File: config.mk
export PLATFORM = sky130hd
export DESIGN_NAME = alu_result_fifo
export DESIGN_NICKNAME = d
export VERILOG_FILES = /design/src/rtl/alu_result_fifo.sv
export SDC_FILE = /design/constraint.sdc
export NUM_CORES = 1
export LEC_CHECK = 0
export CORE_MARGIN = 4
export CORE_UTILIZATION = 54
export CTS_CLUSTER_SIZE = 8
export DETAILED_ROUTE_END_ITERATION = 8
export PLACE_DENSITY_LB_ADDON = 0.08
export SLEW_MARGIN = 15
export SYNTH_ARGS = -nofsm -noshare
export SYNTH_HDL_FRONTEND = slang
export SYNTH_SLANG_ARGS = --single-unit
export TNS_END_PERCENT = 30
File: constraint.sdc
create_clock -name clk -period 2.2 [get_ports clk]
set_input_delay 0.22 -clock clk [delete_from_list [all_inputs] [get_ports clk]]
set_output_delay 0.22 -clock clk [all_outputs]
set_load 0.01 [all_outputs]
File: src/rtl/alu_result_fifo.sv
// alu_result_fifo
//
// Result buffer behind the 8-bit datapath ALU. Each accepted ALU result is
// stored with its zero flag and opcode tag. Entries go to the consumer over a
// valid/ready handshake, so consumer back-pressure never reaches the ALU.
//
// Optional statistics are built when ALU_RESULT_FIFO_STATS_EN is defined.
//
// Parameters:
//   DEPTH   number of entries (power of two, >= 2)
//   DATA_W  result width
//   OP_W    opcode tag width
//
// Ports:
//   clk          clock; all state changes on the rising edge
//   rst          asynchronous active-high reset
//   flush        synchronous clear of contents (and stats); beats push/pop
//   in_valid     producer offers a result
//   in_ready     room for one more entry (depends on occupancy only)
//   in_result    ALU result
//   in_zero      ALU zero flag, stored as given
//   in_opcode    opcode tag
//   out_valid    head entry present
//   out_ready    consumer takes the head entry
//   out_result   head result (0 when empty)
//   out_zero     head zero flag (0 when empty)
//   out_opcode   head opcode (0 when empty)
//   count        current occupancy
//   acc_sum      [stats] sum of accepted results, mod 2^16
//   zero_cnt     [stats] accepted results flagged zero, saturating at 255
module alu_result_fifo #(
  parameter int unsigned DEPTH  = 4,
  parameter int unsigned DATA_W = 8,
  parameter int unsigned OP_W   = 4
) (
  input  logic                     clk,
  input  logic                     rst,
  input  logic                     flush,
  input  logic                     in_valid,
  output logic                     in_ready,
  input  logic [DATA_W-1:0]        in_result,
  input  logic                     in_zero,
  input  logic [OP_W-1:0]          in_opcode,
  output logic                     out_valid,
  input  logic                     out_ready,
  output logic [DATA_W-1:0]        out_result,
  output logic                     out_zero,
  output logic [OP_W-1:0]          out_opcode,
`ifdef ALU_RESULT_FIFO_STATS_EN
  output logic [15:0]              acc_sum,
  output logic [7:0]               zero_cnt,
`endif
  output logic [$clog2(DEPTH):0]   count
);

  localparam int unsigned PTR_W = $clog2(DEPTH);
  localparam int unsigned CNT_W = PTR_W + 1;

  localparam logic [CNT_W-1:0] CntFull = CNT_W'(DEPTH);
  localparam logic [CNT_W-1:0] CntOne  = CNT_W'(1);
  localparam logic [PTR_W-1:0] PtrOne  = PTR_W'(1);

  // Elaboration-time guard on the depth parameter.
  if (DEPTH < 2 || (DEPTH & (DEPTH - 1)) != 0) begin : g_depth_check
    $error("alu_result_fifo: DEPTH must be a power of two >= 2");
  end

  // Storage (not reset; outputs are masked while empty instead).
  logic [DATA_W-1:0] r_mem_result [DEPTH];
  logic              r_mem_zero   [DEPTH];
  logic [OP_W-1:0]   r_mem_opcode [DEPTH];

  logic [PTR_W-1:0] r_wr_ptr;
  logic [PTR_W-1:0] r_rd_ptr;
  logic [CNT_W-1:0] r_count;

  logic w_in_ready;
  logic w_out_valid;
  logic w_push;
  logic w_pop;

  // Handshake status comes from occupancy only, so in_ready never depends on
  // out_ready and a full FIFO refuses a push even when it pops that cycle.
  assign w_in_ready  = (r_count != CntFull);
  assign w_out_valid = (r_count != '0);
  assign w_push      = in_valid & w_in_ready;
  assign w_pop       = w_out_valid & out_ready;

  assign in_ready  = w_in_ready;
  assign out_valid = w_out_valid;
  assign count     = r_count;

  // Pointers and occupancy.
  always_ff @(posedge clk or posedge rst) begin
    if (rst) begin
      r_wr_ptr <= '0;
      r_rd_ptr <= '0;
      r_count  <= '0;
    end else if (flush) begin
      r_wr_ptr <= '0;
      r_rd_ptr <= '0;
      r_count  <= '0;
    end else begin
      if (w_push) begin
        r_wr_ptr <= r_wr_ptr + PtrOne;
      end
      if (w_pop) begin
        r_rd_ptr <= r_rd_ptr + PtrOne;
      end
      unique case ({w_push, w_pop})
        2'b10:   r_count <= r_count + CntOne;
        2'b01:   r_count <= r_count - CntOne;
        default: r_count <= r_count;
      endcase
    end
  end

  // Entry write. Flush suppresses the write so the slot stays untouched.
  always_ff @(posedge clk) begin
    if (w_push && !flush) begin
      r_mem_result[r_wr_ptr] <= in_result;
      r_mem_zero[r_wr_ptr]   <= in_zero;
      r_mem_opcode[r_wr_ptr] <= in_opcode;
    end
  end

  // Head read is combinational; forced to zero while empty so stale storage
  // never leaks onto the consumer bus.
  always_comb begin
    out_result = '0;
    out_zero   = 1'b0;
    out_opcode = '0;
    if (w_out_valid) begin
      out_result = r_mem_result[r_rd_ptr];
      out_zero   = r_mem_zero[r_rd_ptr];
      out_opcode = r_mem_opcode[r_rd_ptr];
    end
  end

`ifdef ALU_RESULT_FIFO_STATS_EN
  logic [15:0] r_acc_sum;
  logic [7:0]  r_zero_cnt;
  logic [15:0] w_result_ext;

  assign w_result_ext = 16'(in_result);

  always_ff @(posedge clk or posedge rst) begin
    if (rst) begin
      r_acc_sum  <= '0;
      r_zero_cnt <= '0;
    end else if (flush) begin
      r_acc_sum  <= '0;
      r_zero_cnt <= '0;
    end else if (w_push) begin
      r_acc_sum <= r_acc_sum + w_result_ext;
      if (in_zero && (r_zero_cnt != 8'hFF)) begin
        r_zero_cnt <= r_zero_cnt + 8'd1;
      end
    end
  end

  assign acc_sum  = r_acc_sum;
  assign zero_cnt = r_zero_cnt;
`endif

endmodule

* After elaboration in Yosys (flattened, before gate mapping) *
Memories as Yosys holds them, arrays and structs flattened.
Index checks and enable logic that the tools add are counted.

word-level totals
  flip-flop bits (word level) = 7
  memory bits (writable) = 52
  input port bits = 18
  output and inout bits = 18
  word-level logic and storage cells = 32
  memories = 3

cells by class
  add/sub/neg operators = 4
  equal/unequal tests = 3
  mux-type cells = 11
  bitwise logic cells = 2
  reduce and logical (&&, ||, !) cells = 6

memory list
  name          words  bits a word  rd ports  clocked after memory_dff  write ports  line  source
  r_mem_result  4      8            1         0                         1            69    logic [DATA_W-1:0] r_mem_result [DEPTH];
  r_mem_opcode  4      4            1         0                         1            71    logic [OP_W-1:0] r_mem_opcode [DEPTH];
  r_mem_zero    4      1            1         0                         1            70    logic r_mem_zero [DEPTH];

operators by type and width
  operator                                                            count
  2-bit 2-to-1 mux                                                    4
  8-bit 2-to-1 mux                                                    1
  3-bit case mux with 2 select lines                                  1
  3-bit nonzero test                                                  2
  2-bit by 1-bit adder with 2-bit output, second input constant       2
  4-bit 2-to-1 mux                                                    1
  2-bit nonzero test                                                  2
  3-bit by 1-bit adder with 3-bit output, second input constant       1
  1-bit 2-to-1 mux                                                    3
  3-bit 2-to-1 mux                                                    1
  3-bit inequality test, second input constant                        1
  3-bit by 1-bit subtractor with 3-bit output, second input constant  1
  1-bit bitwise AND                                                   2
  2-bit by 1-bit == test with 1-bit output, second input constant     1
  2-bit == test, second input constant                                1
  1-bit logical AND                                                   1
  1-bit zero test                                                     1

* Longest topological paths before layout *
  word-level depth = 5
  depth in mapped cells = 7
  gate-level depth less buffers = 6

* Least setup slack after synthesis *
Ideal clock, no wire load.

  path type = reg-to-reg
  start = reg r_count[0] (netlist: count[0])
  end = reg r_count[1] (netlist: count[1])
  setup time = 94 ps
  arrival = 1,859 ps
  data required time = 2,106 ps
  setup slack = 248 ps
  cell stages (with the launch flop) = 7
  buffers on the path = 1
  clock period less this slack = 1,952 ps
  cells stage by stage = dfrtp_1 buf_2 o31ai_1 nor2_1 fa_1 o2111ai_1 a211oi_1

between the ends
  longest elaborated chain between the ends = 5
  elaborated cells between the ends (all ways) = 11
  classes of those cells = add/sub (2); eq/ne (3); mux (2); bitwise (2); reduce/logical (2)

RTL lines
  element                                                                    line    source
  start, declared                                                            75      logic [CNT_W-1:0] r_count;
  start signal, assigned                                                     111     2'b10: r_count <= r_count + CntOne;
  start signal, assigned                                                     112     2'b01: r_count <= r_count - CntOne;
  start signal, assigned                                                     113     default: r_count <= r_count;
  3-bit inequality test or 3-bit nonzero test (tied branches)                84, 85
  1-bit bitwise AND (on tied branches)                                       86, 87
  2-bit by 1-bit == test with 1-bit output or 2-bit == test (tied branches)  110     unique case ({w_push, w_pop})
  3-bit case mux with 2 select lines                                         110
  3-bit 2-to-1 mux                                                           99      end else if (flush) begin

Several ways; a longest one is shown, not always the timed one.
A chain may end at the register's enable or synchronous reset.

* Worst setup path after layout *
  start = reg r_rd_ptr[0]
  end = out out_zero

between the ends
  longest elaborated chain between the ends = 2

RTL lines
  element                 line  source
  start, declared         74    logic [PTR_W-1:0] r_rd_ptr;
  start signal, assigned  108   r_rd_ptr <= r_rd_ptr + PtrOne;
  memory read 4 x 1 bit   --
  1-bit 2-to-1 mux        133   if (w_out_valid) begin
  end, declared           47    output logic out_zero,

Every way passes these cells.

==> results.tsv <==
stage	metric	value	unit
drt	total number of vias	1445	
finish	share of post-route cells with drive strength above 1	21.7	%
synthesis	Synth warnings	0	
die	row count	24	
drt	drt total wl	4700	um
synthesis	Cells after Synth	151	
finish	FF+latch area	1740	um2
clock_network	Longest Clk Path Bufs	2	
synthesis	top cells by count, synth	52 x edfxtp_1, 13 x mux4_2, 12 x nor2b_1, 7 x dfrtp_1, 7 x nor2_1	
clock_network	CTS tree	yes	
global_routing	initial antenna violation count	0	
power	PD cells	916	nW/um2
die	Ports	36	
die	full die area	5930	um2
sta	Tightest Pin Transition	0.401	ns
clock_network	CTS root buf	clkbuf_8	
synthesis	EDFF count, synth	52	
placed_design	RePlAce Congestion	0.787	
synthesis	largest area contributor in the netlist	edfxtp_1	
synthesis	Mapped Avg Cell Area	17.0	um2
global_routing	largest net degree at the start of global routing	15	
sta	RSZ-0062 raised after global routing	false	
die	Die Ht	77.0	um
global_routing	all-layer global routing usage	17.6	%
placed_design	PortBufs	35	
sta	Max Fclk	485	MHz
synthesis	Seq/Total Area, Yosys	67.5	%
clock_network	cts bufs inserted	9	
sta	final setup violation count	0	
sta	Worst slew margin	73.0	%
run	max cap viols	0	
clock_network	worst-skew pair later-pin latency	0.32	ns
critical_path	worst path required time	1.98	ns
finish	area of the multi-input gates	732	um2
sta	Final Skew	0.00504	ns
sta	Slew Limit Fails	0	
synthesis	area of the mapped netlist	2570	um2
synthesis	Async SR Flop Fraction	11.9	%
drt	wire per inst	18.1	um
synthesis	Synth Flop Type	edfxtp_1	
drt	Initial DRT Pass Iterations	4	
die	Die W	77.0	um
drt	initial DRC count	93	
critical_path	crit path kind	reg -> out	
sta	final worst slack	0.136	ns
finish	Area Growth Syn to Fin	23.6	%
clock_network	H-tree lvl count	3	
critical_path	Crit Path Max Fanout	11	
synthesis	post-synthesis register bit count	59	
synthesis	Post-Synthesis Net Count	174	
finish	utilization after layout	71.0	%
power	Worst IR Drop VDD	0.493	mV
power	Leak Pwr	0.00116	uW
sta	Final period util	93.8	%
synthesis	most frequent cell after synthesis	edfxtp_1	
critical_path	worst path arrival time	1.84	ns
drt	Vias/cell	5.58	
finish	ant diodes	0	
placed_design	Post-DP HPWL	3230	um
sta	Final Critical Period	2.06	ns
finish	Filler cells	309	
finish	Layout Nets	225	
sta	worst hold slack	0.132	ns
global_routing	number of global-route vias before repair	1504	
drt	Routed Antenna Nets	0	
critical_path	Worst setup EP type	output pin	
synthesis	post-synthesis cell type count	39	
sta	Setup Total Neg Slack	0	ns
die	initial cell density of the core	57.5	%
clock_network	clk sinks	59	
clock_network	clock-pin slew on the worst setup and hold paths	0.06	ns
placed_design	DP Worst Slack	0.160	ns
outcome	outcome	complete, no violations	
hold_path	Hold WC Path Type	in -> async	
die	Core ar.	4470	um2
critical_path	FF-to-FF path depth	5	
placed_design	dpl cells	243	
finish	Non-Filler Instances	259	
global_routing	global-route wire length before repair	7670	um
synthesis	dominant cells by area after synthesis	edfxtp_1 61%, mux4_2 11%, dfrtp_1 6.8%, nor2b_1 2.9%, ha_1 1.9%	
sta	Hold Violations, Final	0	
global_routing	gr ovfl total	0	
critical_path	Worst setup SP type	register	
drt	Residual DRC	0	
synthesis	top-area cell type share of the netlist area	60.7	%
[state kept, by name, indices dropped and copies added (netlist names)]
signal,count
r_wr_ptr,2
count,3
r_mem_zero,4
r_mem_opcode,16
r_mem_result,32
r_rd_ptr,2
[through the flow]
stage          cell area, um2  total power [uW]
3_3_place_gp             3040              2200
3_5_place_dp             3040              2230
2_1_floorplan            2570              1850
4_1_cts                  3180              2960
5_1_grt                  3180              3080
6_report                 3180              2910
[worst max-delay path, cell delays in order (launching register included)]
cell	delay, ns
dfrtp_1	0.41
buf_12	0.17
mux4_2	0.49
nor2b_1	0.15
dlygate4sd2_1	0.29
[area by class of cell]
type / count / share of cell area [%]
Clock buffer: 12 / 4.25
Inverter: 8 / 0.945
Sequential cell: 59 / 54.7
Timing Repair Buffer: 50 / 14.5
Clock inverter: 4 / 0.551
Multi-Input combinational cell: 74 / 23.0
Tap cell: 52 / 2.05
[power by group]
part	total, uW	switching, uW	leakage [uW]	internal (uW)
Sequential	1320	35.7	0.000565	1280
Combinational	812	384	0.000515	428
Clock	781	384	0.0000792	398
Total	2910	804	0.00116	2110
[timing repair]
action / CTS / global route
hold buffers: 0 / 0
endpoints found under the hold margin: 0 / 0
setup endpoints to repair: 13 / 0
gates resized for setup: 14 / 0
buffers inserted: 0 / 0
[logic make-up after synthesis]
logic type	after synthesis	share of synthesized area, %
buffers and inverters	18	3.99
adder cells (fa/ha/maj)	5	2.73
XOR/XNOR	3	1.02
AND/OR/NAND/NOR	36	8.71
multiplexers	14	11.8
flip-flops	59	67.5
AO/OA/AOI/OAI	16	4.19
[placed cells by master (no fill, tap or decap), drive strengths merged]
| master | n |
|---|---|
| a21oi | 3 |
| xnor2 | 1 |
| o22ai | 2 |
| o21a | 1 |
| dlygate4sd2 | 13 |
| o41ai | 1 |
| and2 | 5 |
| nand3 | 4 |
| inv | 8 |
| o311ai | 1 |
| a221oi | 1 |
| clkinv | 4 |
| nor2 | 7 |
| nand3b | 1 |
| mux2 | 1 |
| dfrtp | 7 |
| or3b | 1 |
| ha | 4 |
| clkbuf | 12 |
| edfxtp | 52 |
| xor2 | 2 |
| o2111ai | 1 |
| mux4 | 13 |
| nor3 | 2 |
| fa | 1 |
| a22oi | 1 |
| o31ai | 1 |
| nor2b | 13 |
| o21ai | 3 |
| nor3b | 2 |
| nand2b | 1 |
| buf | 15 |
| a211oi | 1 |
| clkdlybuf4s50 | 22 |
[per-layer routing]
layer	vias up	GRT usage [%]	routed length [um]
met5	-	0	0
met4	0	7.12	75
met3	9	5.97	242
met2	49	29.0	2450
met1	709	21.2	1940
li1	678	-	-
[path summary, 6_finish.rpt]
check	from	slack, ns	endpoint
max	r_rd_ptr[0]	0.14	out_zero
min	rst	0.13	count[0]
max reg2reg	count[0]	0.35	count[1]
min reg2reg	r_wr_ptr[0]	0.63	r_wr_ptr[0]
max in group asynchronous	rst	1.81	r_rd_ptr[1]
min in group clk	in_result[7]	0.53	r_mem_result[3][7]
No activity file was read; power rests on OpenSTA's default activity.
